File: src/rtl/painterengine_gpu_dma_burst_reader_if.sv
// AXI4 read-address / read-data channel bundle for the GPU burst reader.
interface painterengine_gpu_dma_burst_reader_if #(
    parameter int DATA_WIDTH = 32,
    parameter int ADDR_WIDTH = 32
);
    logic                  arid;
    logic [ADDR_WIDTH-1:0] araddr;
    logic [7:0]            arlen;
    logic [2:0]            arsize;
    logic [1:0]            arburst;
    logic                  arlock;
    logic [3:0]            arcache;
    logic [2:0]            arprot;
    logic [3:0]            arqos;
    logic                  arvalid;
    logic                  arready;
    logic                  rid;
    logic [DATA_WIDTH-1:0] rdata;
    logic [1:0]            rresp;
    logic                  rlast;
    logic                  rvalid;
    logic                  rready;

    modport master (
        output arid, araddr, arlen, arsize, arburst, arlock, arcache, arprot, arqos, arvalid, rready,
        input  arready, rid, rdata, rresp, rlast, rvalid
    );

    modport slave (
        input  arid, araddr, arlen, arsize, arburst, arlock, arcache, arprot, arqos, arvalid, rready,
        output arready, rid, rdata, rresp, rlast, rvalid
    );
endinterface

File: src/rtl/painterengine_gpu_dma_burst_reader.sv
// Multi-channel AXI4 read-DMA master: splits one linear stream per start into MAX_BURST/4 KB-safe bursts.
// Optional GPU_READER_RRESP_CHECK_EN turns any non-OKAY RRESP into a slave-response error.
module painterengine_gpu_dma_burst_reader #(
    parameter int CHANNELS     = 4,
    parameter int DATA_WIDTH   = 32,
    parameter int ADDR_WIDTH   = 32,
    parameter int MAX_BURST    = 256,
    parameter int TIMEOUT_BITS = 19
) (
    input  logic                           i_wire_clock,
    input  logic                           i_wire_resetn,
    input  logic                           i_wire_start,
    input  logic                           i_wire_clear,
    input  logic [CHANNELS-1:0]            i_wire_router,
    input  logic [CHANNELS*ADDR_WIDTH-1:0] i_wire_address,
    input  logic [CHANNELS*32-1:0]         i_wire_length,
    output logic                           o_wire_busy,
    output logic                           o_wire_done,
    output logic                           o_wire_error,
    output logic [2:0]                     o_wire_error_type,
    output logic [CHANNELS*DATA_WIDTH-1:0] o_wire_data,
    output logic [CHANNELS-1:0]            o_wire_data_valid,
    output logic [CHANNELS-1:0]            o_wire_data_last,
    input  logic [CHANNELS-1:0]            i_wire_data_next,
    painterengine_gpu_dma_burst_reader_if.master m_axi
);
    localparam int BYTES = DATA_WIDTH / 8;
    localparam int SZ    = $clog2(BYTES);
    localparam int IDX_W = (CHANNELS > 1) ? $clog2(CHANNELS) : 1;
    localparam int MB_W  = $clog2(MAX_BURST);
    localparam int EXT_W = ADDR_WIDTH + 33;

    localparam logic [2:0] ERR_ROUTER = 3'd1;
    localparam logic [2:0] ERR_PARAM  = 3'd2;
    localparam logic [2:0] ERR_AR_TO  = 3'd3;
    localparam logic [2:0] ERR_R_TO   = 3'd4;
    localparam logic [2:0] ERR_PROTO  = 3'd5;
    localparam logic [2:0] ERR_RESP   = 3'd6;

    typedef enum logic [2:0] {
        S_IDLE, S_CHECK, S_CALC, S_ADDR, S_DATA, S_DONE, S_ERROR
    } state_t;

    state_t                  state_reg, state_next;
    logic [IDX_W-1:0]        idx_reg, idx_next;
    logic [ADDR_WIDTH-1:0]   base_reg, base_next;
    logic [31:0]             len_reg, len_next;
    logic [31:0]             offset_reg, offset_next;
    logic [ADDR_WIDTH-1:0]   addr_reg, addr_next;
    logic [8:0]              beats_reg, beats_next;
    logic [7:0]              arlen_reg, arlen_next;
    logic [8:0]              burst_cnt_reg, burst_cnt_next;
    logic [TIMEOUT_BITS-1:0] watchdog_reg, watchdog_next;
    logic [2:0]              error_type_reg, error_type_next;

    logic [IDX_W-1:0]      router_idx;
    logic [EXT_W-1:0]      end_ext;
    logic                  check_bad;
    logic [ADDR_WIDTH-1:0] calc_addr;
    logic [32:0]           remain_w, win_w, page_w, beats_w;
    logic                  ar_fire, rready, beat, burst_end, resp_bad;
    logic [31:0]           offset_sum;
    logic                  unused_ok;

    always_comb begin
        router_idx = '0;
        for (int i = 0; i < CHANNELS; i++) begin
            if (i_wire_router[i]) router_idx = IDX_W'(i);
        end
    end

    // Wide compare so base+len*BYTES landing exactly on 2^ADDR_WIDTH is still legal.
    assign end_ext   = EXT_W'(base_reg) + (EXT_W'(len_reg) << SZ);
    assign check_bad = (base_reg[SZ-1:0] != '0) || (len_reg == 32'd0) ||
                       (end_ext > (EXT_W'(1) << ADDR_WIDTH));

    // Burst size: limited by remaining beats, the MAX_BURST window and the 4 KB page.
    always_comb begin
        calc_addr = base_reg + (ADDR_WIDTH'(offset_reg) << SZ);
        remain_w  = {1'b0, len_reg - offset_reg};
        win_w     = 33'(MAX_BURST) - 33'(calc_addr[SZ +: MB_W]);
        page_w    = 33'((13'h1000 - {1'b0, calc_addr[11:0]}) >> SZ);
        beats_w   = remain_w;
        if (win_w < beats_w)  beats_w = win_w;
        if (page_w < beats_w) beats_w = page_w;
    end

    assign ar_fire    = (state_reg == S_ADDR) && m_axi.arready;
    assign rready     = (state_reg == S_DATA) && i_wire_data_next[idx_reg];
    assign beat       = m_axi.rvalid && rready;
    assign burst_end  = (burst_cnt_reg == beats_reg - 9'd1);
    assign offset_sum = offset_reg + 32'(beats_reg);

`ifdef GPU_READER_RRESP_CHECK_EN
    assign resp_bad = (m_axi.rresp != 2'b00);
`else
    assign resp_bad = 1'b0;
`endif
    assign unused_ok = ^{m_axi.rid, m_axi.rresp};

    always_ff @(posedge i_wire_clock or negedge i_wire_resetn) begin
        if (!i_wire_resetn) begin
            state_reg      <= S_IDLE;
            idx_reg        <= '0;
            base_reg       <= '0;
            len_reg        <= '0;
            offset_reg     <= '0;
            addr_reg       <= '0;
            beats_reg      <= '0;
            arlen_reg      <= '0;
            burst_cnt_reg  <= '0;
            watchdog_reg   <= '0;
            error_type_reg <= '0;
        end else begin
            state_reg      <= state_next;
            idx_reg        <= idx_next;
            base_reg       <= base_next;
            len_reg        <= len_next;
            offset_reg     <= offset_next;
            addr_reg       <= addr_next;
            beats_reg      <= beats_next;
            arlen_reg      <= arlen_next;
            burst_cnt_reg  <= burst_cnt_next;
            watchdog_reg   <= watchdog_next;
            error_type_reg <= error_type_next;
        end
    end

    always_comb begin
        state_next      = state_reg;
        idx_next        = idx_reg;
        base_next       = base_reg;
        len_next        = len_reg;
        offset_next     = offset_reg;
        addr_next       = addr_reg;
        beats_next      = beats_reg;
        arlen_next      = arlen_reg;
        burst_cnt_next  = burst_cnt_reg;
        error_type_next = error_type_reg;
        case (state_reg)
            S_IDLE, S_DONE: begin
                if (i_wire_start) begin
                    if (!$onehot(i_wire_router)) begin
                        state_next      = S_ERROR;
                        error_type_next = ERR_ROUTER;
                    end else begin
                        idx_next   = router_idx;
                        base_next  = i_wire_address[int'(router_idx)*ADDR_WIDTH +: ADDR_WIDTH];
                        len_next   = i_wire_length[int'(router_idx)*32 +: 32];
                        state_next = S_CHECK;
                    end
                end
            end
            S_CHECK: begin
                if (check_bad) begin
                    state_next      = S_ERROR;
                    error_type_next = ERR_PARAM;
                end else begin
                    offset_next = '0;
                    state_next  = S_CALC;
                end
            end
            S_CALC: begin
                addr_next  = calc_addr;
                beats_next = 9'(beats_w);
                arlen_next = 8'(beats_w - 33'd1);
                state_next = S_ADDR;
            end
            S_ADDR: begin
                if (ar_fire) begin
                    burst_cnt_next = '0;
                    state_next     = S_DATA;
                end else if (watchdog_reg[TIMEOUT_BITS-1]) begin
                    state_next      = S_ERROR;
                    error_type_next = ERR_AR_TO;
                end
            end
            S_DATA: begin
                if (beat) begin
                    if (resp_bad) begin
                        state_next      = S_ERROR;
                        error_type_next = ERR_RESP;
                    end else if (burst_end) begin
                        if (!m_axi.rlast) begin
                            state_next      = S_ERROR;
                            error_type_next = ERR_PROTO;
                        end else begin
                            offset_next = offset_sum;
                            state_next  = (offset_sum == len_reg) ? S_DONE : S_CALC;
                        end
                    end else if (m_axi.rlast) begin
                        state_next      = S_ERROR;
                        error_type_next = ERR_PROTO;
                    end else begin
                        burst_cnt_next = burst_cnt_reg + 9'd1;
                    end
                end else if (watchdog_reg[TIMEOUT_BITS-1]) begin
                    state_next      = S_ERROR;
                    error_type_next = ERR_R_TO;
                end
            end
            S_ERROR: begin
                if (i_wire_clear) begin
                    state_next      = S_IDLE;
                    error_type_next = '0;
                end
            end
            default: state_next = S_IDLE;
        endcase

        if ((state_next != state_reg) || ar_fire || beat)
            watchdog_next = '0;
        else if ((state_reg == S_ADDR) || (state_reg == S_DATA))
            watchdog_next = watchdog_reg + 1'b1;
        else
            watchdog_next = watchdog_reg;
    end

    always_comb begin
        o_wire_busy       = !((state_reg == S_IDLE) || (state_reg == S_DONE) || (state_reg == S_ERROR));
        o_wire_done       = (state_reg == S_DONE);
        o_wire_error      = (state_reg == S_ERROR);
        o_wire_error_type = error_type_reg;
        m_axi.arid        = 1'b0;
        m_axi.araddr      = addr_reg;
        m_axi.arlen       = arlen_reg;
        m_axi.arsize      = 3'(SZ);
        m_axi.arburst     = 2'b01;
        m_axi.arlock      = 1'b0;
        m_axi.arcache     = 4'b0010;
        m_axi.arprot      = 3'b000;
        m_axi.arqos       = 4'b0000;
        m_axi.arvalid     = (state_reg == S_ADDR);
        m_axi.rready      = rready;
    end

    // Lanes follow the latched index, so router changes mid-transfer are harmless.
    generate
        for (genvar gi = 0; gi < CHANNELS; gi++) begin : g_lane
            logic sel;
            assign sel = (state_reg == S_DATA) && (idx_reg == IDX_W'(gi));
            assign o_wire_data[gi*DATA_WIDTH +: DATA_WIDTH] = sel ? m_axi.rdata : '0;
            assign o_wire_data_valid[gi] = sel && m_axi.rvalid;
            assign o_wire_data_last[gi]  = sel && m_axi.rvalid && burst_end && (offset_sum == len_reg);
        end
    endgenerate
endmodule

File: src/flat_wrapper.sv
// flat-port wrapper written by rule: the top's interface ports become plain ports
module painterengine_gpu_dma_burst_reader_flat 
#(
    parameter int CHANNELS     = 4,
    parameter int DATA_WIDTH   = 32,
    parameter int ADDR_WIDTH   = 32,
    parameter int MAX_BURST    = 256,
    parameter int TIMEOUT_BITS = 19
)
  (i_wire_clock, i_wire_resetn, i_wire_start, i_wire_clear, i_wire_router, i_wire_address, i_wire_length, o_wire_busy, o_wire_done, o_wire_error, o_wire_error_type, o_wire_data, o_wire_data_valid, o_wire_data_last, i_wire_data_next, m_axi_arid, m_axi_araddr, m_axi_arlen, m_axi_arsize, m_axi_arburst, m_axi_arlock, m_axi_arcache, m_axi_arprot, m_axi_arqos, m_axi_arvalid, m_axi_rready, m_axi_arready, m_axi_rid, m_axi_rdata, m_axi_rresp, m_axi_rlast, m_axi_rvalid);
  painterengine_gpu_dma_burst_reader_if #(.DATA_WIDTH(DATA_WIDTH), .ADDR_WIDTH(ADDR_WIDTH)) m_axi_i ();
  input  logic i_wire_clock;
  input  logic i_wire_resetn;
  input  logic i_wire_start;
  input  logic i_wire_clear;
  input  logic [CHANNELS-1:0] i_wire_router;
  input  logic [CHANNELS*ADDR_WIDTH-1:0] i_wire_address;
  input  logic [CHANNELS*32-1:0] i_wire_length;
  output logic o_wire_busy;
  output logic o_wire_done;
  output logic o_wire_error;
  output logic [2:0] o_wire_error_type;
  output logic [CHANNELS*DATA_WIDTH-1:0] o_wire_data;
  output logic [CHANNELS-1:0] o_wire_data_valid;
  output logic [CHANNELS-1:0] o_wire_data_last;
  input  logic [CHANNELS-1:0] i_wire_data_next;
  output wire logic [$bits(m_axi_i.arid)-1:0] m_axi_arid;
  output wire logic [$bits(m_axi_i.araddr)-1:0] m_axi_araddr;
  output wire logic [$bits(m_axi_i.arlen)-1:0] m_axi_arlen;
  output wire logic [$bits(m_axi_i.arsize)-1:0] m_axi_arsize;
  output wire logic [$bits(m_axi_i.arburst)-1:0] m_axi_arburst;
  output wire logic [$bits(m_axi_i.arlock)-1:0] m_axi_arlock;
  output wire logic [$bits(m_axi_i.arcache)-1:0] m_axi_arcache;
  output wire logic [$bits(m_axi_i.arprot)-1:0] m_axi_arprot;
  output wire logic [$bits(m_axi_i.arqos)-1:0] m_axi_arqos;
  output wire logic [$bits(m_axi_i.arvalid)-1:0] m_axi_arvalid;
  output wire logic [$bits(m_axi_i.rready)-1:0] m_axi_rready;
  input wire logic [$bits(m_axi_i.arready)-1:0] m_axi_arready;
  input wire logic [$bits(m_axi_i.rid)-1:0] m_axi_rid;
  input wire logic [$bits(m_axi_i.rdata)-1:0] m_axi_rdata;
  input wire logic [$bits(m_axi_i.rresp)-1:0] m_axi_rresp;
  input wire logic [$bits(m_axi_i.rlast)-1:0] m_axi_rlast;
  input wire logic [$bits(m_axi_i.rvalid)-1:0] m_axi_rvalid;
  assign m_axi_arid = m_axi_i.arid;
  assign m_axi_araddr = m_axi_i.araddr;
  assign m_axi_arlen = m_axi_i.arlen;
  assign m_axi_arsize = m_axi_i.arsize;
  assign m_axi_arburst = m_axi_i.arburst;
  assign m_axi_arlock = m_axi_i.arlock;
  assign m_axi_arcache = m_axi_i.arcache;
  assign m_axi_arprot = m_axi_i.arprot;
  assign m_axi_arqos = m_axi_i.arqos;
  assign m_axi_arvalid = m_axi_i.arvalid;
  assign m_axi_rready = m_axi_i.rready;
  assign m_axi_i.arready = m_axi_arready;
  assign m_axi_i.rid = m_axi_rid;
  assign m_axi_i.rdata = m_axi_rdata;
  assign m_axi_i.rresp = m_axi_rresp;
  assign m_axi_i.rlast = m_axi_rlast;
  assign m_axi_i.rvalid = m_axi_rvalid;
  painterengine_gpu_dma_burst_reader #(.CHANNELS(CHANNELS), .DATA_WIDTH(DATA_WIDTH), .ADDR_WIDTH(ADDR_WIDTH), .MAX_BURST(MAX_BURST), .TIMEOUT_BITS(TIMEOUT_BITS)) u_core (.i_wire_clock(i_wire_clock), .i_wire_resetn(i_wire_resetn), .i_wire_start(i_wire_start), .i_wire_clear(i_wire_clear), .i_wire_router(i_wire_router), .i_wire_address(i_wire_address), .i_wire_length(i_wire_length), .o_wire_busy(o_wire_busy), .o_wire_done(o_wire_done), .o_wire_error(o_wire_error), .o_wire_error_type(o_wire_error_type), .o_wire_data(o_wire_data), .o_wire_data_valid(o_wire_data_valid), .o_wire_data_last(o_wire_data_last), .i_wire_data_next(i_wire_data_next), .m_axi(m_axi_i));
endmodule
File: config.mk
export PLATFORM = sky130hd
export DESIGN_NAME = painterengine_gpu_dma_burst_reader_flat
export DESIGN_NICKNAME = d
export VERILOG_FILES = /design/src/rtl/painterengine_gpu_dma_burst_reader_if.sv /design/src/rtl/painterengine_gpu_dma_burst_reader.sv /design/src/flat_wrapper.sv
export SDC_FILE = /design/constraint.sdc
export NUM_CORES = 1
export LEC_CHECK = 0
export ABC_CLOCK_PERIOD_IN_PS = 16700
export CAP_MARGIN = 20
export CORE_AREA = 2 2 196 198
export CTS_BUF_LIST = sky130_fd_sc_hd__clkbuf_8
export CTS_CLUSTER_DIAMETER = 200
export DETAILED_ROUTE_END_ITERATION = 7
export DIE_AREA = 0 0 198 200
export PLACE_DENSITY = 0.84
export SLEW_MARGIN = 20
export SYNTH_ARGS = -nofsm -noshare
export SYNTH_HDL_FRONTEND = slang
export SYNTH_SLANG_ARGS = --single-unit
File: constraint.sdc
create_clock -name i_wire_clock -period 16.7 [get_ports i_wire_clock]
set_clock_uncertainty 0.2 [all_clocks]
set_input_delay 3.34 -clock i_wire_clock [delete_from_list [all_inputs] [get_ports i_wire_clock]]
set_output_delay 3.34 -clock i_wire_clock [all_outputs]
set_load 0.05 [all_outputs]
==> metrics.md <==
| Metric | Value |
|---|---|
| Outcome | `finished, final reports clean` |
| Power Total | `approximately 4000 uW` |
| Buf/Inv on CP | `1` |
| Post-route insts no fill | `3,061` |
| Avg WL per Cell | `22.2 um` |
| Post_cts resized | `0` |
| CP Data Arrival Time | `roughly 6.7 ns` |
| Clock buffer depth | `2` |
| Max-slew violation count | `0` |
| Number of remaining DRC errors | `0` |
| Die height | `200 um` |
| Initial antenna violation count | `3` |
| CP peak stage delay | `0.93 ns` |
| Root Buffer | `clkbuf_8` |
| Final WL | `~68 mm` |
| Setup_tns | `0 ns` |
| Placer Congestion | `between 0.9 and 1` |
| Placement Setup Slack | `about 6.9 ns` |
| Maximum vdd drop | `0.0763 mV` |
| Clk_lat worst skew | `0.51 ns` |
| Most common cell after layout, fill and taps aside | `clkdlybuf4s50_1` |
| Crit start category | `flip-flop` |
| Final Hold Viols | `0` |
| Worst Max-Slew Pin Slew | `slightly below 1 ns` |
| Final setup fails | `0` |
| Synth top area share | `0.250` |
| Synth cell types | `96` |
| Netlist Area Pre-Place | `18,100 um^2` |
| Final period util | `0.612` |
| I/O pins | `a little over 500` |
| Post-CTS setup buffer count | `0` |
| Post-synthesis sequential area ratio | `0.250` |
| Vias in the first global route | `roughly 18,000` |
| Core area | `37,400 um^2` |
| Worst hold start | `u_core.m_axi.araddr[1]$_DFFE_PN0P_` |
| Synth area leaders | `dfrtp_1, ha_1, mux4_2` |
| Commonest non-fill, non-tap cells in the layout | `clkdlybuf4s50_1, nand2_1, dfrtp_1` |
| Clk slew on worst S/H paths | `0.12 ns` |
| 1st-pass router iterations | `6` |
| FMAX | `just under 0.1 GHz` |
| Remaining Overflow, GRT | `0` |
| CTS sink cnt | `between 150 and 200` |
| Min Tclk post-route | `10.23 ns` |
| CTS Hold Buffers Added | `0` |
| Via-to-Cell Ratio | `between 5 and 6` |
| Leakage power | `between 0.009 and 0.01 uW` |
| Number of synthesized flops with an enable pin | `0` |
| Ys async rst share | `1.00` |
| Die ar. | `approximately 40,000 um^2` |
| Largest area contributor in the netlist | `dfrtp_1` |
| PwrDens | `between 150 and 200 nW/um^2` |
| Hold Path Stages | `2` |
| Largest net degree at the start of global routing | `a little over 100` |
| Post-Syn Instances | `between 2,000 and 2,500` |
| P&R area growth vs syn | `31.6%` |
| Hold slack | `~0.29 ns` |
| CP delay by family, top | `simple AND/OR/NAND/NOR gates` |
| Max-Cap Viols | `0` |
| RR Startpoint | `u_core.base_reg[2]$_DFFE_PN0P_` |
| WHS Endpoint | `u_core.m_axi.araddr[1]$_DFFE_PN0P_` |
| Row cnt | `71` |
| Ys Warns | `0` |
| DRT iter0 DRCs | `1,369` |
| Crit Path Max Fanout | `6` |
| R2R cell count | `40` |
| Critical path type | `flip-flop to output port` |
| Gr usage total | `0.335` |
| Final ANT Viol Nets | `0` |
| Worst relative slew slack | `0.341` |
| Placed cell count | `3,027` |
| Class of the worst hold path | `flip-flop to flip-flop` |
| Reg2Reg Setup Slack | `6.63 ns` |
| Nets | `just under 3,000` |
| Primary FF master, synth | `dfrtp_1` |
| FF-to-FF End | `u_core.m_axi.arlen[6]$_DFFE_PN0P_` |
| Cells along the critical path | `ha_1, fa_1, a21o_1, a21oi_1, o21bai_1, a21oi_1, o21bai_1, a21oi_1, o21bai_1, or4b_2, nor2_1, and4_1, o22ai_1, nor4_1, nand3_1, or3_1, nor4_1, clkdlybuf4s50_1` |
| Worst Setup SP | `u_core.beats_reg[0]$_DFFE_PN0P_` |
| CTS tree | `done` |
| Setup crit end kind | `output port` |
| #FFs+latches synth | `~180` |
| RSZ-0062 raised after global routing | `false` |
| Die width | `198 um` |
| IO Port Bufs | `a little under 500` |
| Share of layout cells above drive strength 1 | `0.0883` |
| CTS Buf Count | `17` |
| Final setup margin | `6.47 ns` |
| Dpl hpwl | `approximately 55 mm` |
| Global-route wire length before repair | `between 100 and 150 mm` |
| Crit path required time | `approximately 13 ns` |
| Initial Util | `0.485` |
| Syn Area/Cell | `~8.6 um^2` |
| Slowest CP cell | `clkdlybuf4s50_1` |
| Vias | `roughly 18,000` |
| H-tree depth | `4` |
==> per-layer routing <==
layer | GRT usage | routed length [um] | vias to the layer above
met2 | 0.557 | 32500 | 784
met1 | 0.413 | 26700 | 8888
met4 | 0.190 | 4000 | 0
met5 | 0 | 0 | -
li1 | - | - | 8527
met3 | 0.0588 | 4650 | 147
==> cell usage after synthesis, types with 65 or more instances <==
master,instances
and2_1,145
nand2_1,204
a21oi_1,97
ha_1,125
mux2_2,70
inv_1,91
o21ai_0,120
nand3_1,72
xnor2_1,98
nor2_1,152
dfrtp_1,181
clkbuf_1,80
mux4_2,65
==> how the worst max path moves through the flow <==
stage	cells past startpoint	slack [ns]	endpoint
after global placement	5	7.02	o_wire_data_last[0]
final	18	6.47	o_wire_data_last[0]
after floorplan	3	7.89	o_wire_data_last[0]
after CTS	18	6.47	o_wire_data_last[0]
after detailed placement	39	6.86	u_core.m_axi.arlen[6]$_DFFE_PN0P_
after global routing	40	5.95	u_core.m_axi.arlen[6]$_DFFE_PN0P_
==> worst reg2reg max path, delay by kind of cell (launching register included) <==
kind                       cells  cell delay, ns
AOI/OAI and AO/OA             13            3.15
xor gates and xnor gates       2            0.74
adders and majority gates      5            1.55
buffers and inverters          3            0.29
DFF                            1            0.45
muxes                          1            0.35
and+or+nand+nor               16            3.22
==> cells by family after synthesis <==
| group | count (synthesis) | synth area share |
|---|---|---|
| and+or+nand+nor | 826 | 0.235 |
| AOI/OAI and AO/OA | 458 | 0.166 |
| buffers and inverters | 202 | 0.0458 |
| DFF | 181 | 0.250 |
| muxes | 156 | 0.136 |
| xor gates and xnor gates | 151 | 0.0745 |
| adders and majority gates | 130 | 0.0918 |
| other | 2 | 0.000414 |
==> metrics by stage <==
stage | instance area [um^2] | util
floorplan | 18200 | -
global placement | 23400 | 0.625
detailed placement | 23400 | 0.625
CTS | 23800 | 0.637
global route | 23800 | 0.637
finish | 23800 | 0.638
==> report_power, final <==
group | switching, uW | internal (uW)
Clock | 215 | 121
Combinational | 1740 | 1140
Sequential | 271 | 580
Total | 2230 | 1840
==> cell type report <==
class	count	area (um^2)
fillers	3151	13600
multi-input cells	1741	12900
repair buffers	501	4980
flip-flops and latches	181	4530
well taps	511	639
inverters	93	349
clock buffers	17	234
clock inverters	15	211
diodes	2	5.00
Note: power is estimated with default switching activity, not from simulation.
